`src/rtl/code_lock_multi.sv`:
```
`default_nettype none
// ============================================================================
// Module   : code_lock_multi
// Purpose  : Multi-digit code lock with attempt counter, 7-seg status and RGB
//            led. Optional macro LOCKOUT_TIMER_EN adds a timed alarm release.
// Revision : 1.0 - initial release
// ============================================================================
module code_lock_multi #(
   parameter int DIGIT_W   = 4,
   parameter int DIGITS    = 4,
   parameter logic [DIGIT_W*DIGITS-1:0] PASSWORD = 16'h1009,
   parameter int MAX_TRIES = 4
`ifdef LOCKOUT_TIMER_EN
   ,
   parameter int LOCKOUT_CYC = 100000000
`endif
) (
   input  logic               clk,
   input  logic               rst,
   input  logic               key_pulse,
   input  logic               clear,
   input  logic [DIGIT_W-1:0] code,
   output logic [3:0]         tries_left,
   output logic               unlocked,
   output logic               alarm,
   output logic [8:0]         sega,
   output logic [8:0]         segb,
   output logic [2:0]         RGB_led
);

   localparam int         EW       = DIGIT_W * DIGITS;
   localparam logic [3:0] IDX_LAST = 4'(DIGITS - 1);
   localparam logic [3:0] TRIES0   = 4'(MAX_TRIES);

   typedef enum logic [1:0] {
      S_ENTRY = 2'd0,
      S_CHECK = 2'd1,
      S_OPEN  = 2'd2,
      S_ALARM = 2'd3
   } state_t;

   function automatic logic [8:0] f_seg(input logic [3:0] v);
      case (v)
         4'd0:    f_seg = 9'h03f;
         4'd1:    f_seg = 9'h006;
         4'd2:    f_seg = 9'h05b;
         4'd3:    f_seg = 9'h04f;
         4'd4:    f_seg = 9'h066;
         4'd5:    f_seg = 9'h06d;
         4'd6:    f_seg = 9'h07d;
         4'd7:    f_seg = 9'h007;
         4'd8:    f_seg = 9'h07f;
         4'd9:    f_seg = 9'h06f;
         default: f_seg = 9'h040;
      endcase
   endfunction

   state_t          r_state;
   logic [EW-1:0]   r_entry;
   logic [3:0]      r_idx;
   logic [3:0]      r_tries;
   logic            r_unlocked;
   logic            r_alarm;
   logic [8:0]      r_sega;
   logic [8:0]      r_segb;
   logic [2:0]      r_rgb;
   logic [3:0]      w_tries_dec;

`ifdef LOCKOUT_TIMER_EN
   localparam int      CW       = $clog2(LOCKOUT_CYC + 1);
   localparam logic [CW-1:0] CNT_LAST = CW'(LOCKOUT_CYC - 1);
   logic [CW-1:0]      r_cnt;
`endif

   // Saturating decrement: the attempt counter never wraps below zero.
   assign w_tries_dec = (r_tries == 4'd0) ? 4'd0 : r_tries - 4'd1;

   always_ff @(posedge clk or negedge rst) begin
      if (!rst) begin
         r_state    <= S_ENTRY;
         r_entry    <= '0;
         r_idx      <= 4'd0;
         r_tries    <= TRIES0;
         r_unlocked <= 1'b0;
         r_alarm    <= 1'b0;
         r_rgb      <= 3'b111;
         r_sega     <= 9'h03f;
         r_segb     <= f_seg(TRIES0);
`ifdef LOCKOUT_TIMER_EN
         r_cnt      <= '0;
`endif
      end else begin
         case (r_state)
            S_ENTRY: begin
               if (clear) begin
                  r_entry <= '0;
                  r_idx   <= 4'd0;
                  r_sega  <= 9'h03f;
               end else if (key_pulse) begin
                  r_entry <= (r_entry << DIGIT_W) | EW'(code);
                  if (r_idx == IDX_LAST) begin
                     r_idx   <= 4'd0;
                     r_sega  <= 9'h03f;
                     r_state <= S_CHECK;
                  end else begin
                     r_idx  <= r_idx + 4'd1;
                     r_sega <= f_seg(r_idx + 4'd1);
                  end
               end
            end
            S_CHECK: begin
               r_entry <= '0;
               if (r_entry == PASSWORD) begin
                  r_state    <= S_OPEN;
                  r_unlocked <= 1'b1;
                  r_rgb      <= 3'b000;
                  r_sega     <= 9'h040;
                  r_segb     <= 9'h040;
               end else if (w_tries_dec == 4'd0) begin
                  r_state <= S_ALARM;
                  r_tries <= 4'd0;
                  r_alarm <= 1'b1;
                  r_rgb   <= 3'b010;
                  r_sega  <= 9'h040;
                  r_segb  <= 9'h03f;
`ifdef LOCKOUT_TIMER_EN
                  r_cnt   <= '0;
`endif
               end else begin
                  r_state <= S_ENTRY;
                  r_tries <= w_tries_dec;
                  r_sega  <= 9'h03f;
                  r_segb  <= f_seg(w_tries_dec);
               end
            end
            S_OPEN: begin
               if (clear) begin
                  r_state    <= S_ENTRY;
                  r_tries    <= TRIES0;
                  r_unlocked <= 1'b0;
                  r_rgb      <= 3'b111;
                  r_sega     <= 9'h03f;
                  r_segb     <= f_seg(TRIES0);
               end
            end
            S_ALARM: begin
`ifdef LOCKOUT_TIMER_EN
               if (r_cnt == CNT_LAST) begin
                  r_state <= S_ENTRY;
                  r_cnt   <= '0;
                  r_tries <= TRIES0;
                  r_alarm <= 1'b0;
                  r_rgb   <= 3'b111;
                  r_sega  <= 9'h03f;
                  r_segb  <= f_seg(TRIES0);
               end else begin
                  r_cnt <= r_cnt + 1'b1;
               end
`endif
            end
            default: r_state <= S_ENTRY;
         endcase
      end
   end

   assign tries_left = r_tries;
   assign unlocked   = r_unlocked;
   assign alarm      = r_alarm;
   assign sega       = r_sega;
   assign segb       = r_segb;
   assign RGB_led    = r_rgb;

endmodule
`default_nettype wire

```
`config.mk`:
```
export PLATFORM = sky130hd
export DESIGN_NAME = code_lock_multi
export DESIGN_NICKNAME = d
export VERILOG_FILES = /design/src/rtl/code_lock_multi.sv
export SDC_FILE = /design/constraint.sdc
export NUM_CORES = 1
export LEC_CHECK = 0
export ABC_AREA = 1
export BUFFER_PORTS_ARGS = -buffer_cell sky130_fd_sc_hd__clkbuf_2
export CORE_MARGIN = 5
export CORE_UTILIZATION = 30
export DETAILED_ROUTE_END_ITERATION = 10
export GPL_TIMING_DRIVEN = 0
export PLACE_DENSITY = 0.46
export SLEW_MARGIN = 20
export SYNTH_ARGS = -nofsm -noshare
export SYNTH_HDL_FRONTEND = slang
export SYNTH_SLANG_ARGS = --single-unit
```
`constraint.sdc`:
```
create_clock -name clk -period 4.4 [get_ports clk]
set_clock_uncertainty 0.1 [all_clocks]
set_input_delay 0.88 -clock clk [delete_from_list [all_inputs] [get_ports clk]]
set_output_delay 0.88 -clock clk [all_outputs]
set_load 0.005 [all_outputs]
```
==> results of run 1 <==
[layout by cell type (no fill, tap or decap), types with 4 or more instances in the layout]
master and n:
dfrtp_1 31, clkbuf_8 5, dfstp_2 13, o21ai_0 35
nor2_1 20, nand2_1 107, clkbuf_2 29, nand3_1 30
ha_1 10, conb_1 4, o21ai_1 5, nand2_2 7
inv_1 43, buf_4 5, inv_2 5, a21oi_1 10
[critical path: cells and delay by family, from the launching register on]
| family | cells | cell delay, ns |
|---|---|---|
| buf+inv | 2 | 0.19 |
| flops | 1 | 0.55 |
[metal layers]
layer	vias to the layer above	routed length [um]	global-route usage [%]
li1	1145	-	-
met1	1023	2890	16.8
met2	44	2720	20.8
met3	5	304	3.07
met4	0	59	3.83
met5	-	0	0
[layout make-up]
cell class                      instances  share of cell area (%)
Multi-Input combinational cell        242                    40.0
Sequential cell                        44                    37.9
Inverter                               48                    6.11
Timing Repair Buffer                   30                    5.18
Tap cell                              105                    4.46
Buffer                                  9                    2.38
Clock buffer                            5                    2.33
Clock inverter                          3                    1.61
[state kept, by name, indices dropped and copies added (netlist names)]
signal / flops
unlocked: 1
tries_left: 4
r_state: 2
alarm: 1
segb: 7
sega: 7
RGB_led: 2
r_entry: 16
r_idx: 4
[synthesized netlist by cell type, types with 2 or more instances]
cell type,number
o21ai_0,35
o21ai_2,2
nand2_2,7
nand3_1,30
buf_4,5
nand4_1,2
nand2_1,107
inv_1,43
ha_1,10
o21ai_1,5
a21oi_1,10
nor2_1,20
dfrtp_1,31
buf_2,2
dfstp_2,13
o22ai_1,2
inv_2,5
buf_6,2
[worst paths after layout]
kind	startpoint	end	slack [ns]	cells after the start
worst min-delay path	RGB_led[1]$_DFFE_PN1P_	RGB_led[1]$_DFFE_PN1P_	0.37	2
worst min register to register	RGB_led[1]$_DFFE_PN1P_	RGB_led[1]$_DFFE_PN1P_	0.37	2
worst max register to register	tries_left[2]$_DFFE_PN1P_	sega[3]$_DFFE_PN1P_	2.41	11
max in group asynchronous	rst	r_entry[13]$_DFFE_PN0P_	3.26	1
min in group asynchronous	rst	r_idx[0]$_DFFE_PN0P_	0.52	1
worst max-delay path	RGB_led[0]$_DFFE_PN1P_	RGB_led[2]	2.37	2
[cells by family (layout without fill, tap and decap cells)]
group                      after synthesis  count (layout)
buffers and inverters                   57              95
DFF                                     44              44
other                                    1               4
and+or+nand+nor                        170             170
adders and majority gates               10              10
AOI/OAI and AO/OA                       58              58
[power by group through the flow]
| stage | Clock [mW] | Sequential [mW] | Combinational, mW |
|---|---|---|---|
| 6_report | 0.330 | 0.682 | 1.04 |
| 4_1_cts | 0.344 | 0.683 | 1.06 |
| 3_3_place_gp | 0 | 0.692 | 1.05 |
| 5_1_grt | 0.358 | 0.706 | 1.23 |
| 2_1_floorplan | 0 | 0.678 | 0.754 |
| 3_5_place_dp | 0 | 0.688 | 1.06 |
[stage by stage]
| stage | hold slack (ns) | instances | setup slack [ns] | instance area [um2] |
|---|---|---|---|---|
| final | 0.368 | 486 | 2.37 | 2950 |
| after global routing | 0.394 | 486 | 2.17 | 2950 |
| after CTS | 0.375 | 486 | 2.35 | 2950 |
| after detailed placement | 0.357 | 478 | 2.25 | 2830 |
| after global placement | 0.354 | 478 | 2.26 | 2830 |
| after floorplan | 0.351 | 343 | 2.63 | 2550 |
==> impl_metrics.toml, run 1 <==
[run_status]
status = "completed"

[power]
clockPowerShare_pct = 16.1
power_frac_seq_pct = 33.2
ir_drop_v = 0.000273
p_switching_uw = 930
p_total_mw = 2.05
p_comb_share_pct = 50.8
power_density_nw_per_um2 = 697
swShare_pct = 45.3
leakage_nw = 1.52
cell_internal_pwr_mw = 1.12

[drt]
drt_iter0_drc = 76
routed_wl_um = 5970
drc = 0
viasPerCell = 4.56
ant_nets = 0
firstDrtPassIters = 4
wl_per_cell_um = 12.3
vias = 2217

[synth]
synth-edff-count = 0
synth_xor_area_share_pct = 0
yosysSeqAreaShare_pct = 44.1
synth_fa_ha_area_share_pct = 4.93
synth_ff_type = "dfrtp_1"
synthMuxAreaShare_pct = 0
ys_seq_elements = 44
synthSimpleGateAreaFrac_pct = 28.2
synth_area_leader_cell = "dfrtp_1"
syn_area_per_cell_um2 = 7.46
synth.area.top_cells = "dfrtp_1, nand2_1, dfstp_2"
syn_area_um2 = 2540
async_flop_share_pct = 100
yosys_warnings = 0
ys_types = 27
yosysTopAreaCellShare_pct = 30.6
syn_inst = 340
synth_top_family_by_area = "simple AND/OR/NAND/NOR gates"
synth_compound_area_share_pct = 12.8

[global_routing]
grt_pass1_wl_um = 10600
antenna_found_initial = 0
grt_overflow = 0
grt_max_degree = 45
grt_pass1_vias = 2276
grt.total_usage_pct = 12.7

[sta]
maxSlewHeadroom_pct = 57.0
finalSetupTns_ns = 0
min_period_ns = 2.03
setup_violations = 0
fmax_mhz = 493
rsz0062_at_grt = "no"
drv_slew = 0
finalHoldViolCount = 0
period_share_pct = 46.1
worst_pin_slew_ns = 0.645

[clock_network]
clk_pin_slew_ns = 0.09
htree_levels = 2
cts_buffers = 5
root_buffer = "clkbuf_8"
clockBufferDepth = 2
ctsHoldBuffers = 0
cts_resized = 0
cts_tree = "built"
clk_latency_ns = 0.31
cts_num_sinks = 44
post_cts_buffers = 0

[cells_and_area]
utilization_pct = 35.9
num_antenna_cells = 0
ff_latch_area_um2 = 1120
drive_gt1_share_pct = 20.7
fillers = 911
layout.nets = 398
area_delta_synth_final_pct = 16.2
multi_input_area_um2 = 1180

[floorplan]
io_pins = 35
num_rows = 33
dieWidth_um = 102
core_um2 = 8220
start_util_pct = 30.9
die_h_um = 102
dieArea_um2 = 10400

[placed_design]
portBuffers = 30
place_hpwl_um = 4310
place.gp.congestion = 0.810

[run]
maxCapViolCount = 0

[worst_setup_path]
worst-path-max-fanout = 3
start_kind = "flop"
worstPathArrival_ns = 1.05
crit_chain = "buf_4, clkbuf_2"
crit_path_end_kind = "output pin"
crit_slowest_cell = "dfstp_2"
worstPathRequired_ns = 3.42
critPathKind = "reg2out"
slowest_delay_ns = 0.55

[hold_path]
hp-class = "reg2reg"
Power figures use the tool's default switching activity.
==> inputs of run 2 (changes only) <==
PLACE_DENSITY = 0.48   (was 0.46)
clock period = 1.85 ns   (was 4.4 ns; I/O delays follow)
==> impl_metrics.toml, run 2 (synthesis gave the netlist of run 1 again) <==
[run_status]
status = "completed"

[drt]
firstDrtPassIters = 4
ant_nets = 0
drt_iter0_drc = 90
viasPerCell = 4.60
routed_wl_um = 6040
drc = 0
wl_per_cell_um = 12.1
vias = 2293

[sta]
rsz0062_at_grt = "yes"
period_share_pct = 94.8
setup_slack_ns = 0.0959
maxSlewHeadroom_pct = 57.8
worst_pin_slew_ns = 0.634
min_period_ns = 1.75
hold_ws_ns = 0.00768
finalSetupTns_ns = 0
setup_violations = 0
fmax_mhz = 570
drv_slew = 0
finalHoldViolCount = 0

[floorplan]
dieWidth_um = 102
num_rows = 33
start_util_pct = 30.9
dieArea_um2 = 10400
io_pins = 35
core_um2 = 8220
die_h_um = 102

[cells_and_area]
fillers = 901
final_cell_mix = "nand2_1, inv_1, nand3_1, o21ai_0, clkbuf_2"
layout.nets = 411
largest_register_ffs = 16
drive_gt1_share_pct = 26.9
layout_commonest_cell = "nand2_1"
num_antenna_cells = 0
design_area_um2 = 3120
area_delta_synth_final_pct = 22.8
largest_register = "r_entry"

[power]
cell_internal_pwr_mw = 3.01
power_frac_seq_pct = 30.3
clockPowerShare_pct = 16.5
power_density_nw_per_um2 = 1700
p_comb_share_pct = 53.2
p_switching_mw = 2.30
ir_drop_v = 0.000790
swShare_pct = 43.3
leakage_nw = 1.59

[clock_network]
clk_pin_slew_ns = 0.08
cts_num_sinks = 44
clockBufferDepth = 2
cts_buffers = 5
cts_tree = "built"
clk_latency_ns = 0.30
htree_levels = 2
root_buffer = "clkbuf_8"

[worst_setup_path]
crit_chain = "inv_1, ha_1, inv_4, nor2_2, nor2_4, clkinvlp_4, buf_4, nand2_1, o21ai_0"
critPathKind = "reg2reg"
worstPathArrival_ns = 1.83
worstPathRequired_ns = 1.93
slowest_delay_ns = 0.36
start_kind = "flop"
crit_slowest_cell = "dfrtp_1"
worst-path-max-fanout = 9
crit_path_end_kind = "flop"

[global_routing]
grt_pass1_vias = 2236
grt_max_degree = 45
antenna_found_initial = 0
grt.total_usage_pct = 12.2
grt_pass1_wl_um = 10300
grt_overflow = 0

[hold_path]
hp-class = "in2async"

[placed_design]
dp_slack_ns = -0.144
place_hpwl_um = 4250
portBuffers = 30
place.gp.congestion = 0.815
placed_cell_area_um2 = 2830

[run]
maxCapViolCount = 0
-- run 2: cell count changes in the layout (fill, tap and decap cells not counted), moves of 4 or more --
cell,previous run,this run
buf_4,5,19
ha_1,10,6
o21ai_1,5,9
ha_2,0,4
o21ai_0,35,30
-- run 2: final cells by class --
| class | instances | area, um2 | area share [%] |
|---|---|---|---|
| plain buffers | 9 | 72.6 | 2.33 |
| clock buffers | 6 | 72.6 | 2.33 |
| clock inverters | 2 | 60.1 | 1.93 |
| inverters | 48 | 186 | 5.98 |
| multi-input cells | 242 | 1220 | 39.2 |
| flip-flops and latches | 44 | 1120 | 36.0 |
| well taps | 105 | 131 | 4.22 |
| repair buffers | 43 | 250 | 8.03 |
-- run 2: what timing repair did --
action	4_1_cts	5_1_grt
pin swaps	1	0
resized for setup	5	21
hold buffers	0	0
endpoints found under the setup margin	16	29
buffers inserted	4	9
-- run 2: final timing paths --
| path | startpoint | to | slack, ns | cells after the start |
|---|---|---|---|---|
| max in group asynchronous | rst | r_idx[1]$_DFFE_PN0P_ | 1.17 | 1 |
| setup / recovery | r_state[0]$_DFFE_PN0P_ | segb[4]$_DFFE_PN0P_ | 0.1 | 9 |
| hold / removal | rst | segb[4]$_DFFE_PN0P_ | 0.008 | 1 |
| setup reg to reg | r_state[0]$_DFFE_PN0P_ | segb[4]$_DFFE_PN0P_ | 0.1 | 9 |
| min in group clk | code[2] | r_entry[2]$_DFFE_PN0P_ | 0.19 | 3 |
| hold reg to reg | sega[3]$_DFFE_PN1P_ | sega[3]$_DFFE_PN1P_ | 0.37 | 2 |
-- run 2: power by group through the flow --
stage	combinational, mW	sequential [mW]	clock [mW]
finish	2.83	1.61	0.877
global route	3.24	1.65	0.958
CTS	2.63	1.61	0.912
detailed placement	2.52	1.64	0
global placement	2.50	1.65	0
floorplan	1.79	1.61	0
-- run 2: metal layers --
layer | part of all wire [%] | global-route usage (%)
met5 | 0 | 0
met4 | 1.0 | 3.63
met3 | 5.0 | 2.66
met2 | 46 | 19.7
met1 | 48 | 16.4
-- run 2: worst max-delay path, delay by kind of cell, from the launching register on --
family          cells  cell delay, ns
compound gates      1            0.07
flops               1            0.36
fa+ha+maj           1            0.26
buf+inv             4            0.54
simple gates        3            0.31
-- run 2: stage by stage --
step	utilization, %	instances	total power [mW]
2_1_floorplan	-	343	3.40
3_3_place_gp	34.4	478	4.14
3_5_place_dp	34.5	478	4.16
4_1_cts	36.5	490	5.15
5_1_grt	37.9	499	5.85
6_report	37.9	499	5.31
==> inputs of run 3 (changes only) <==
ABC_AREA = not set   (was 1)
HOLD_SLACK_MARGIN = 0.1   (was not set)
PLACE_DENSITY = 0.46   (was 0.48)
clock period = 2 ns   (was 1.85 ns; I/O delays follow)
==> impl_metrics.toml, run 3 <==
[synth]
ys_seq_elements = 44
yosysTopAreaCellShare_pct = 26.4
synthMostInstantiatedCell = "nand2_1"
synth.top_cells.by_count = "nand2_1, dfrtp_1, o21ai_0"
synth_area_leader_cell = "dfrtp_1"
synth_ff_type = "dfrtp_1"
ys_types = 68
synth_compound_area_share_pct = 23.7
synth_top_family_by_area = "compound AO/OA/AOI/OAI gates"
yosys_warnings = 0
synth_xor_area_share_pct = 2.08
synth-edff-count = 0
synthMuxAreaShare_pct = 3.70
yosysSeqAreaShare_pct = 38.0
async_flop_share_pct = 100
synth_fa_ha_area_share_pct = 4.25
synth.area.top_cells = "dfrtp_1, dfstp_2, nand2_1"
syn_area_per_cell_um2 = 8.92
syn_inst = 330
synthSimpleGateAreaFrac_pct = 20.6
syn_area_um2 = 2940

[global_routing]
grt.total_usage_pct = 13.7
grt_overflow = 0
grt_pass1_vias = 2488
grt_max_degree = 45
grt_pass1_wl_um = 12800
antenna_found_initial = 0

[sta]
maxSlewHeadroom_pct = 58.9
finalSetupTns_ns = -0.120
worst_pin_slew_ns = 0.616
period_share_pct = 103
drv_slew = 0
setup_slack_ns = -0.0634
rsz0062_at_grt = "yes"
finalHoldViolCount = 0
min_period_ns = 2.06
setup_violations = 2
fmax_mhz = 485

[placed_design]
portBuffers = 30
place_hpwl_um = 5520
place.gp.congestion = 0.816

[cells_and_area]
drive_gt1_share_pct = 42.1
largest_register_ffs = 16
layout.nets = 411
num_antenna_cells = 0
final_cell_mix = "nand2_1, clkbuf_2, buf_4"
layout_commonest_cell = "nand2_1"
largest_register = "r_entry"
area_delta_synth_final_pct = 31.0

[worst_setup_path]
slowest_delay_ns = 0.45
crit_chain = "or2_4, a21oi_4, ha_4, nand2b_4, a21o_4, a31oi_4, mux2_4"
crit_slowest_cell = "dfrtp_2"
crit_path_end_kind = "flop"
critPathKind = "reg2reg"
start_kind = "flop"
worst-path-buf-inv = 0
crit_family = "compound AO/OA/AOI/OAI gates"
worstPathRequired_ns = 2.14
rrSetupSlack_ns = -0.06
worstPathArrival_ns = 2.20
worst-path-max-fanout = 4

[drt]
firstDrtPassIters = 6
drc = 0
viasPerCell = 4.89
vias = 2579
wl_per_cell_um = 15.1
drt_iter0_drc = 82
ant_nets = 0
routed_wl_um = 7970

[floorplan]
num_rows = 36
start_util_pct = 30.4
die_h_um = 109
core_um2 = 9680
dieWidth_um = 109
io_pins = 35
dieArea_um2 = 11900

[clock_network]
cts_num_sinks = 44
htree_levels = 2
clockBufferDepth = 2
clk_pin_slew_ns = 0.10
cts_buffers = 5
root_buffer = "clkbuf_8"
clk_latency_ns = 0.30
cts_tree = "built"

[run_status]
failed_checks = "negative setup slack"
status = "finished, violations left"

[power]
p_total_mw = 5.97
ir_drop_v = 0.000627
power_density_nw_per_um2 = 1550
leakage_nw = 1.65

[run]
maxCapViolCount = 0

[hold_path]
hp-class = "in2reg"
[run 3: per-stage QoR]
stage	hold WS [ns]	cells	utilization [%]	area (um2)	setup slack, ns
2_1_floorplan	0.00441	333	-	3030	-0.0260
3_3_place_gp	0.367	496	34.5	3350	-0.351
3_5_place_dp	0.371	496	34.6	3350	-0.329
4_1_cts	0.198	524	38.2	3700	-0.0802
5_1_grt	0.207	527	39.8	3850	-0.136
6_report	0.210	527	39.8	3850	-0.0634
[run 3: worst reg2reg max path, delay by kind of cell, from the launching register on]
family / cells / cell delay, ns
AOI/OAI and AO/OA: 3 / 0.60
DFF: 1 / 0.45
and+or+nand+nor: 2 / 0.33
muxes: 1 / 0.32
adders and majority gates: 1 / 0.21
[run 3: final cells by class]
class,count,area (um2)
Buffer,25,199
Clock buffer,5,68.8
Clock inverter,3,23.8
Fill cell,994,5830
Inverter,17,70.1
Multi-Input combinational cell,246,1860
Sequential cell,44,1120
Tap cell,133,166
Timing Repair Buffer,54,343
[run 3: cell families (layout without fill, tap and decap cells)]
logic type               Yosys count  count (layout)
XOR/XNOR                           4               4
other                              1               4
adder cells (fa/ha/maj)           10              10
buffers and inverters             43             104
multiplexers                      10              10
flip-flops                        44              44
AO/OA/AOI/OAI                    103             103
AND/OR/NAND/NOR                  115             115
[run 3: worst paths after layout]
path,to,cells after the start,from
max in group asynchronous,r_idx[1]$_DFFE_PN0P_,2,rst
worst max-delay path,RGB_led[0]$_DFFE_PN1P_,7,tries_left[3]$_DFFE_PN0P_
worst max register to register,RGB_led[0]$_DFFE_PN1P_,7,tries_left[3]$_DFFE_PN0P_
worst min-delay path,r_entry[1]$_DFFE_PN0P_,3,code[1]
worst min register to register,segb[2]$_DFFE_PN1P_,2,segb[2]$_DFFE_PN1P_
min in group asynchronous,segb[3]$_DFFE_PN0P_,2,rst
[run 3: power breakdown]
part	leakage, nW	internal [mW]	switching (mW)
Clock	0.0404	0.248	0.334
Sequential	0.532	1.24	0.216
Combinational	1.08	1.77	2.16
Total	1.65	3.26	2.71
[run 3: repair_timing]
action / CTS / global route
endpoints found under the setup margin: 19 / 34
hold buffers: 1 / 0
gates resized for setup: 23 / 35
hold endpoints to repair: 31 / 0
buffers inserted: 20 / 3
pin swaps: 9 / 23
[run 3: per-layer routing]
layer / GRT usage (%) / part of all wire, %
met1: 19.6 / 49
met2: 21.6 / 46
met3: 2.31 / 4.0
met4: 2.71 / 0.59
met5: 0 / 0
